$ cat config.mk
export PLATFORM = sky130hd
export DESIGN_NAME = noc_flit_injector
export DESIGN_NICKNAME = d
export VERILOG_FILES = /design/src/rtl/noc_flit_injector.sv
export SDC_FILE = /design/constraint.sdc
export NUM_CORES = 1
export LEC_CHECK = 0
export CAP_MARGIN = 20
export CORE_AREA = 2 2 83 85
export CTS_BUF_LIST = sky130_fd_sc_hd__clkbuf_4 sky130_fd_sc_hd__clkbuf_8 sky130_fd_sc_hd__clkbuf_16
export DETAILED_ROUTE_END_ITERATION = 10
export DIE_AREA = 0 0 85 87
export DONT_BUFFER_PORTS = 1
export SYNTH_ARGS = -nofsm -noshare
export SYNTH_HDL_FRONTEND = slang
export SYNTH_SLANG_ARGS = --single-unit
export TNS_END_PERCENT = 30
$ cat constraint.sdc
create_clock -name clk -period 7.14 [get_ports clk]
set_clock_uncertainty 0.05 [all_clocks]
set_input_delay 0 -clock clk [delete_from_list [all_inputs] [get_ports clk]]
set_output_delay 0 -clock clk [all_outputs]
set_load 0.03 [all_outputs]
$ cat src/rtl/noc_flit_injector.sv
// Network-interface flit transmitter: packs local word-stream packets into
// head/body/tail flits for one router input port under per-VC credit flow control.
module noc_flit_injector #(
    parameter int unsigned DEPTH = 4,
    parameter int unsigned CW    = 4
) (
    input  logic        clk,
    input  logic        RST_,
    input  logic [1:0]  MY_XPOS,
    input  logic [1:0]  MY_YPOS,
    input  logic        s_valid,
    output logic        s_ready,
    input  logic [31:0] s_data,
    input  logic        s_last,
    input  logic        s_vc,
    input  logic [1:0]  s_dst_x,
    input  logic [1:0]  s_dst_y,
    output logic [34:0] ODATA,
    output logic        OVALID,
    output logic        OVCH,
    input  logic [1:0]  IACK,
    input  logic [1:0]  IRDY,
    input  logic [1:0]  ILCK,
    output logic        cred_err,
    output logic [15:0] pkt_cnt
);

    typedef enum logic [1:0] {
        ST_IDLE = 2'd0,
        ST_HEAD = 2'd1,
        ST_DATA = 2'd2
    } state_e;

    localparam logic [CW-1:0] CRED_MAX  = CW'(DEPTH);
    localparam logic [CW-1:0] CRED_ONE  = CW'(1);
    localparam logic [CW-1:0] CRED_ZERO = CW'(0);

    state_e               state_q, state_d;
    logic                 vc_q, vc_d;
    logic [1:0]           dst_x_q, dst_x_d;
    logic [1:0]           dst_y_q, dst_y_d;
    logic [1:0][CW-1:0]   cred_q, cred_d;
    logic [34:0]          odata_q, odata_d;
    logic                 ovalid_q, ovalid_d;
    logic                 ovch_q, ovch_d;
    logic                 cred_err_q, cred_err_d;
    logic [15:0]          pkt_cnt_q, pkt_cnt_d;

    logic                 avail_s;
    logic                 s_ready_s;
    logic                 send_head_s;
    logic                 send_data_s;
    logic [1:0]           send_vc_s;
    logic [1:0]           ovf_s;

    function automatic logic [34:0] build_head(input logic [1:0] my_x, input logic [1:0] my_y,
                                               input logic [1:0] dx, input logic [1:0] dy);
        return {2'b01, 1'b0, 24'h000000, my_x, my_y, dx, dy};
    endfunction

    function automatic logic [34:0] build_data(input logic [31:0] data, input logic last);
        return {(last ? 2'b10 : 2'b00), 1'b0, data};
    endfunction

    // A flit may go out on the packet VC only with a credit left and the router ready.
    always_comb begin
        avail_s = (cred_q[vc_q] != CRED_ZERO) && IRDY[vc_q];
    end

    // FSM state register.
    always_ff @(posedge clk or negedge RST_) begin
        if (!RST_) begin
            state_q <= ST_IDLE;
        end else begin
            state_q <= state_d;
        end
    end

    // FSM next-state logic.
    always_comb begin
        state_d = state_q;
        case (state_q)
            ST_IDLE: begin
                if (s_valid) begin
                    state_d = ST_HEAD;
                end else begin
                    state_d = ST_IDLE;
                end
            end
            ST_HEAD: begin
                if (send_head_s) begin
                    state_d = ST_DATA;
                end else begin
                    state_d = ST_HEAD;
                end
            end
            ST_DATA: begin
                if (send_data_s && s_last) begin
                    state_d = ST_IDLE;
                end else begin
                    state_d = ST_DATA;
                end
            end
            default: state_d = ST_IDLE;
        endcase
    end

    // FSM outputs; the lock only gates the head, a granted packet runs to its tail.
    always_comb begin
        s_ready_s   = 1'b0;
        send_head_s = 1'b0;
        send_data_s = 1'b0;
        case (state_q)
            ST_IDLE: begin
                s_ready_s = 1'b0;
            end
            ST_HEAD: begin
                send_head_s = avail_s && !ILCK[vc_q];
            end
            ST_DATA: begin
                s_ready_s   = avail_s;
                send_data_s = s_valid && avail_s;
            end
            default: begin
                s_ready_s = 1'b0;
            end
        endcase
    end

    assign s_ready = s_ready_s;

    // Packet context is captured while the first beat waits in IDLE.
    always_comb begin
        if ((state_q == ST_IDLE) && s_valid) begin
            vc_d    = s_vc;
            dst_x_d = s_dst_x;
            dst_y_d = s_dst_y;
        end else begin
            vc_d    = vc_q;
            dst_x_d = dst_x_q;
            dst_y_d = dst_y_q;
        end
    end

    // Per-VC credit counters; a send and an ack in the same cycle cancel out.
    always_comb begin
        cred_d = cred_q;
        ovf_s  = 2'b00;
        for (int v = 0; v < 2; v++) begin
            send_vc_s[v] = (send_head_s || send_data_s) && (vc_q == 1'(v));
            if (send_vc_s[v] && !IACK[v]) begin
                cred_d[v] = cred_q[v] - CRED_ONE;
            end else if (!send_vc_s[v] && IACK[v]) begin
                if (cred_q[v] == CRED_MAX) begin
                    ovf_s[v] = 1'b1;
                end else begin
                    cred_d[v] = cred_q[v] + CRED_ONE;
                end
            end else begin
                cred_d[v] = cred_q[v];
            end
        end
        cred_err_d = cred_err_q || (ovf_s != 2'b00);
    end

    // Flit output path; data and VC hold their last value between flits.
    always_comb begin
        odata_d   = odata_q;
        ovch_d    = ovch_q;
        ovalid_d  = 1'b0;
        pkt_cnt_d = pkt_cnt_q;
        if (send_head_s) begin
            odata_d  = build_head(MY_XPOS, MY_YPOS, dst_x_q, dst_y_q);
            ovch_d   = vc_q;
            ovalid_d = 1'b1;
        end else if (send_data_s) begin
            odata_d  = build_data(s_data, s_last);
            ovch_d   = vc_q;
            ovalid_d = 1'b1;
            if (s_last) begin
                pkt_cnt_d = pkt_cnt_q + 16'd1;
            end else begin
                pkt_cnt_d = pkt_cnt_q;
            end
        end else begin
            ovalid_d = 1'b0;
        end
    end

    // Datapath and status registers.
    always_ff @(posedge clk or negedge RST_) begin
        if (!RST_) begin
            vc_q       <= 1'b0;
            dst_x_q    <= 2'b00;
            dst_y_q    <= 2'b00;
            cred_q     <= {2{CRED_MAX}};
            odata_q    <= 35'h0;
            ovalid_q   <= 1'b0;
            ovch_q     <= 1'b0;
            cred_err_q <= 1'b0;
            pkt_cnt_q  <= 16'h0000;
        end else begin
            vc_q       <= vc_d;
            dst_x_q    <= dst_x_d;
            dst_y_q    <= dst_y_d;
            cred_q     <= cred_d;
            odata_q    <= odata_d;
            ovalid_q   <= ovalid_d;
            ovch_q     <= ovch_d;
            cred_err_q <= cred_err_d;
            pkt_cnt_q  <= pkt_cnt_d;
        end
    end

    assign ODATA    = odata_q;
    assign OVALID   = ovalid_q;
    assign OVCH     = ovch_q;
    assign cred_err = cred_err_q;
    assign pkt_cnt  = pkt_cnt_q;

endmodule

==> key figures, run 1 <==
Clock tree
  – Cts bufs inserted: 9
  – CTS tree: built
  – Clk_lat worst skew: roughly 330 ps
  – Post-cts resize count: 0
  – Clk sink count: 68
  – Clock-pin slew on the worst setup and hold paths: 80 ps
  – Post-CTS setup buffer count: 0
  – H-tree depth: 3
  – Clock Tree Root: clkbuf_8
  – Clk buf depth: 2

Global routing
  – Vias in the first global route: ~2300
  – Total global routing overflow: 0
  – GRT Overall Usage: 19.7%
  – First-pass GRT wire length: 11.3 mm
  – Initial antenna violation count: 0
  – Largest net degree at the start of global routing: 69

Cells and area
  – Share of post-route cells with drive strength above 1: approximately 11%
  – Most common cell after layout, fill and taps aside: dfrtp_1
  – Ant diodes: 0
  – Fillers: about 550
  – Nets: approximately 370
  – Most frequent cells in the layout: dfrtp_1 (66), dlygate4sd3_1 (50), a22o_1 (24)
  – Area delta synth->final: 22.4%

Logic synthesis
  – Syn Nets: roughly 320
  – Post-synthesis mux area share: approximately 2.9%
  – Synth top area share: between 50% and 60%
  – Mapped Cells: 259
  – Mapped Area: about 0.0031 sq mm
  – Simple logic cell fraction of the synthesized area: between 10% and 20%
  – Synth Area in XOR/XNOR: approximately 7%
  – Yosys warns: 0
  – Ys flop type: dfrtp_1
  – Post-synthesis adder-cell area fraction: under 10%
  – Number of enable flip-flop cells after synthesis: 0
  – Synth Area in Compound Gates: 14.6%
  – Synthesized area per cell: about 12 sq um
  – Sequential share of the synthesized area: around 54%
  – Unique masters post-synth: 45
  – Post-synth top area cell: dfrtp_1
  – #FFs+latches synth: 68
  – Synth area leaders: dfrtp_1 (53%), a22o_1 (6.7%), xnor2_1 (4.5%)
  – Post-synth ARST share: 100%
  – Largest family of logic cells by synthesized area: compound AO/OA/AOI/OAI gates

STA
  – Crit share post-route: a little over half
  – Max Fclk: 0.262 GHz
  – Setup violations, final: 0
  – RSZ-0062 raised after global routing: no
  – Setup ws final: around 3300 ps
  – Fin. max-slew vios: 0
  – Worst hold slack: 20.1 ps
  – Worst Tran Pin Value: 923 ps
  – Setup tns final: 0 ps
  – Final Hold Vio Count: 0
  – Final min period: about 3800 ps
  – Relative slew slack: approximately two fifths

Worst setup path
  – R2R Path Start: cred_q[1]
  – Crit path DAT: approximately 4000 ps
  – Reg-to-reg endpoint: cred_q[6]
  – Worst path max stage delay: 730 ps
  – Crit path launch type: register
  – Reg-to-reg slack, setup: between 3000 and 4000 ps
  – Critical path class: register to register
  – CP max stage cell: a21o_1
  – Crit-path cells: nor4_1 -> o32a_2 -> a21o_1 -> inv_2 -> and2_1 -> ha_1 -> xor2_1 -> ha_1 -> a21oi_1 -> xnor2_1 -> nand2_1 -> xnor2_1
  – Reg2Reg Depth: 12
  – CP required: around 7300 ps
  – CP max FO: 28
  – Crit end category: register

Place
  – Final Wtd Congestion: about 0.83
  – DP Wirelength: 4.22 mm
  – # port buffers: 0
  – Setup WS pre-CTS: roughly 3300 ps

Route
  – Drt first pass iters: 4
  – Initial DRC count: 68
  – Avg Vias per Cell: between 5 and 6
  – Final ANT Viol Nets: 0
  – Drt wl/cell: ~18 microns
  – Residual DRC: 0
  – Routed vias: ~2200
  – Routed Wire Length: 7.01 mm

Outcome
  – Status: completed

Die
  – Die Wd: roughly 85 microns
  – Core ar.: 0.00657 sq mm
  – Number of cell rows: 30
  – Die footprint: roughly 0.0074 sq mm
  – Number of top-level pins: 106
  – Initial Util: a little under half
  – Die height: between 80 and 90 microns

Flow run
  – Max cap viols: 0

Power and ir drop
  – Maximum vdd drop: between 0.2 and 0.25 mV
  – Power per cell area: approximately 370 mW/mm^2
  – Pleak: 1.73 nW
  – Total power: 1.43 mW

Hold path
  – WHS Path Cells: 3
  – Hold EP: pkt_cnt[2]
  – Worst Hold Launch: s_last
  – Worst min path class: input pin to register
## worst max-delay path by stage
stage,start,to,slack (ps),cells past startpoint
final,cred_q[1],cred_q[6],3320,12
after global routing,cred_q[1],cred_q[6],2890,12
after CTS,cred_q[1],cred_q[6],3260,12
after detailed placement,cred_q[1],cred_q[6],3300,12
after global placement,cred_q[1],cred_q[6],3400,12
after floorplan,cred_q[2],cred_q[7],4470,11
## metal layers
layer  wire [microns]  track usage (%)  vias up
li1                 -                -     1040
met1             2910             23.6     1081
met2             3480             34.1       93
met3              566             5.59        5
met4               57             6.49        0
met5                0                0        -
## synth_stat cells (all sizes together), types with 4 or more instances
cell type and count:
xor2 9, dfrtp 66, nand4 6, nand3 6, nor4 5, nor2 4
o22ai 9, a22o 24, mux2 8, xnor2 16, o21ai 6, ha 9
a21oi 5, a2bb2oi 8, and3 5, nand2b 5, inv 7, buf 13
nand2 16
## cells by family after synthesis
logic type      Yosys count
xor+xnor                 25
flops                    68
buf+inv                  22
fa+ha+maj                 9
compound gates           59
mux                       8
other cells               1
simple gates             67
## stage by stage
step                      cell area (sq um)  util (%)  std cells
after floorplan                        3130         -        259
after global placement                 3130      47.6        326
after detailed placement               3130      47.6        326
after CTS                              3830      58.3        393
after global routing                   3830      58.3        393
final                                  3830      58.3        393
## critical path: cells and delay by family, from the launching register on
family / cells / cell delay (ps)
AO/OA/AOI/OAI: 3 / 1220
flip-flops: 1 / 470
buffers and inverters: 1 / 290
adder cells (fa/ha/maj): 2 / 430
XOR/XNOR: 3 / 460
AND/OR/NAND/NOR: 3 / 820
## registers in the layout, indices dropped and copies added, names as in the netlist
signal	count
cred_q	8
OVALID	1
dst_y_q	2
vc_q	1
dst_x_q	2
cred_err	1
ODATA	34
OVCH	1
state_q	2
pkt_cnt	16
## repair_timing
action,4_1_cts,5_1_grt
hold buffers,51,0
endpoints found under the hold margin,116,0
endpoints found under the setup margin,0,0
## layout make-up
class                      count  area, sq um  area share, %
sequential                    68         1700           44.5
multi-input combinational    169         1280           33.5
timing repair buffer          53          543           14.2
clock buffer                   9          124           3.23
tap                           80          100           2.61
clock inverter                 7         52.6           1.37
inverter                       7         26.3          0.686
## power by group
part | switching [mW] | leakage (nW) | internal [mW] | total [mW]
combinational | 0.174 | 0.771 | 0.193 | 0.367
sequential | 0.276 | 0.874 | 0.509 | 0.785
clock | 0.154 | 0.0896 | 0.128 | 0.282
Power figures use the tool's default switching activity.
==> run 2, diff against run 1 <==
PLACE_DENSITY = 0.66   (was not set)
clock period = 3.4 ns   (was 7.14 ns; I/O delays follow)
==> run 2 against run 1 <==
Non-clock buffer count grew 3. Count of clock-buffer cells in the layout is the same. Global-route usage grew 0.81 points. Hold slack lost 15 ps. Final cell count grew 0.76%. Largest power group unchanged.
==> key figures, run 2 (synthesis gave the netlist of run 1 again) <==
STA
  – Final Hold Vio Count: 0 (unchanged)
  – Worst Tran Pin Value: 790 ps (was 923 ps)
  – Crit share post-route: 89.5% (was 53.5%)
  – Final min period: 3040 ps (was 3820 ps)
  – Relative slew slack: 47.2% (was 38.4%)
  – Fin. max-slew vios: 0 (unchanged)
  – Worst hold slack: 5.35 ps (was 20.1 ps)
  – Setup violations, final: 0 (unchanged)
  – Setup tns final: 0 ps (unchanged)
  – Max Fclk: 0.329 GHz (was 0.262 GHz)
  – Setup ws final: 356 ps (was 3320 ps)
  – RSZ-0062 raised after global routing: no (unchanged)

Place
  – Setup WS pre-CTS: 339 ps (was 3300 ps)
  – DP Wirelength: 4.35 mm (was 4.22 mm)
  – # port buffers: 0 (unchanged)
  – Final Wtd Congestion: 0.725 (was 0.828)

Route
  – Routed Wire Length: 7.25 mm (was 7.01 mm)
  – Drt wl/cell: 18.3 microns (was 17.8 microns)
  – Routed vias: 2278 (was 2219)
  – Avg Vias per Cell: 5.75 (was 5.65)
  – Met3 wire length: 628 microns (was 566 microns)
  – Drt first pass iters: 4 (unchanged)
  – Initial DRC count: 105 (was 68)
  – Residual DRC: 0 (unchanged)
  – Met2 wire length: 3.64 mm (was 3.48 mm)
  – WL met1: 2.91 mm (about the same)
  – Final ANT Viol Nets: 0 (unchanged)
  – Max layer used: met4 (unchanged)

Power and ir drop
  – Total power: 3.19 mW (was 1.43 mW)
  – Logic pwr share: 25.0% (was 25.6%)
  – Switching share of power: 40.2% (was 42.1%)
  – Pleak: 1.77 nW (was 1.73 nW)
  – Power per cell area: 816 mW/mm^2 (was 374 mW/mm^2)
  – Pint: 1.91 mW (was 830 uW)
  – Maximum vdd drop: 0.497 mV (was 0.208 mV)
  – Sequential power share: 52.0% (was 54.7%)
  – P_sw: 1.28 mW (was 604 uW)
  – Clk pwr share: 23.0% (was 19.7%)

Worst setup path
  – CP max FO: 12 (was 28)
  – Critical path class: register to register (unchanged)
  – Crit end category: register (unchanged)
  – Crit path launch type: register (unchanged)
  – CP required: 3620 ps (was 7340 ps)
  – Crit path DAT: 3270 ps (was 4030 ps)

Cells and area
  – Ant diodes: 0 (unchanged)
  – Most frequent cells in the layout: dfrtp_1 (66), dlygate4sd3_1 (50), a22o_1 (24) (unchanged)
  – Largest register FFs: 34 (unchanged)
  – Most common cell after layout, fill and taps aside: dfrtp_1 (unchanged)
  – Area delta synth->final: 24.7% (was 22.4%)
  – Nets: 371 (was 368)
  – Share of post-route cells with drive strength above 1: 12.0% (was 11.2%)

Clock tree
  – Clk_lat worst skew: 340 ps (was 330 ps)
  – Clock-pin slew on the worst setup and hold paths: 70 ps (was 80 ps)
  – Clk sink count: 68 (unchanged)
  – Post-cts resize count: 0 (unchanged)
  – CTS tree: built (unchanged)
  – Cts bufs inserted: 9 (unchanged)
  – Post-CTS setup buffer count: 0 (unchanged)
  – Clk buf depth: 2 (unchanged)
  – H-tree depth: 3 (unchanged)
  – Clock Tree Root: clkbuf_8 (unchanged)

Hold path
  – Worst min path class: input pin to register (unchanged)

Die
  – Die Wd: 85 microns (unchanged)
  – Number of top-level pins: 106 (unchanged)
  – Number of cell rows: 30 (unchanged)
  – Die footprint: 0.00740 sq mm (unchanged)
  – Core ar.: 0.00657 sq mm (unchanged)
  – Initial Util: 47.7% (unchanged)
  – Die height: 87 microns (unchanged)

Flow run
  – Max cap viols: 0 (unchanged)

Global routing
  – GRT Overall Usage: 20.5% (was 19.7%)
  – Initial antenna violation count: 0 (unchanged)
  – Vias in the first global route: 2339 (was 2301)
  – First-pass GRT wire length: 11.7 mm (was 11.3 mm)
  – Total global routing overflow: 0 (unchanged)
  – Largest net degree at the start of global routing: 69 (unchanged)

Outcome
  – Status: completed (unchanged)
-- run 2: critical path, cell delays in order, from the launching register on --
cell	delay (ps)
dfrtp_1	470
nor4_1	470
o32a_2	350
a21o_1	200
inv_2	140
and2_1	200
ha_1	250
xor2_1	170
ha_1	180
a21oi_1	140
xnor2_1	130
nand2_1	80
xnor2_1	150
-- run 2: per-stage QoR --
stage	util [%]	area, sq um	std cells
global placement	48.0	3150	329
finish	59.4	3900	396
detailed placement	48.0	3150	329
floorplan	-	3130	259
global route	59.4	3900	396
CTS	59.4	3900	396
-- run 2: layout make-up --
class / count / area, sq um
fill: 514 / 2670
sequential: 68 / 1700
multi-input combinational: 169 / 1280
timing repair buffer: 56 / 566
clock buffer: 9 / 124
clock inverter: 7 / 100
tap: 80 / 100
inverter: 7 / 26.3
-- run 2: final timing paths --
path	from	endpoint	slack, ps	cells after the start
worst max-delay path	cred_q[1]	cred_q[6]	360	12
worst min-delay path	s_valid	state_q[0]	5	2
worst max register to register	cred_q[1]	cred_q[6]	360	12
worst min register to register	dst_x_q[0]	dst_x_q[0]	470	1
max in group asynchronous	RST_	cred_q[2]	2810	2
min in group asynchronous	RST_	cred_err	180	2
-- run 2: timing repair --
action                                 in CTS  in global routing
setup endpoints to repair                   0                  0
hold buffers                               51                  0
endpoints found under the hold margin     116                  0
-- run 2: power groups by stage --
stage / registers, mW / logic (mW) / clock network, mW
6_report: 1.66 / 0.796 / 0.734
5_1_grt: 1.70 / 0.890 / 0.799
4_1_cts: 1.65 / 0.786 / 0.754
3_3_place_gp: 1.65 / 0.673 / 0
3_5_place_dp: 1.66 / 0.694 / 0
2_1_floorplan: 1.57 / 0.668 / 0
-- run 2: metal layers --
metal / vias to the layer above / GRT usage (%)
li1: 1047 / -
met1: 1127 / 23.2
met2: 97 / 35.7
met3: 7 / 8.72
met4: 0 / 5.48
met5: - / 0
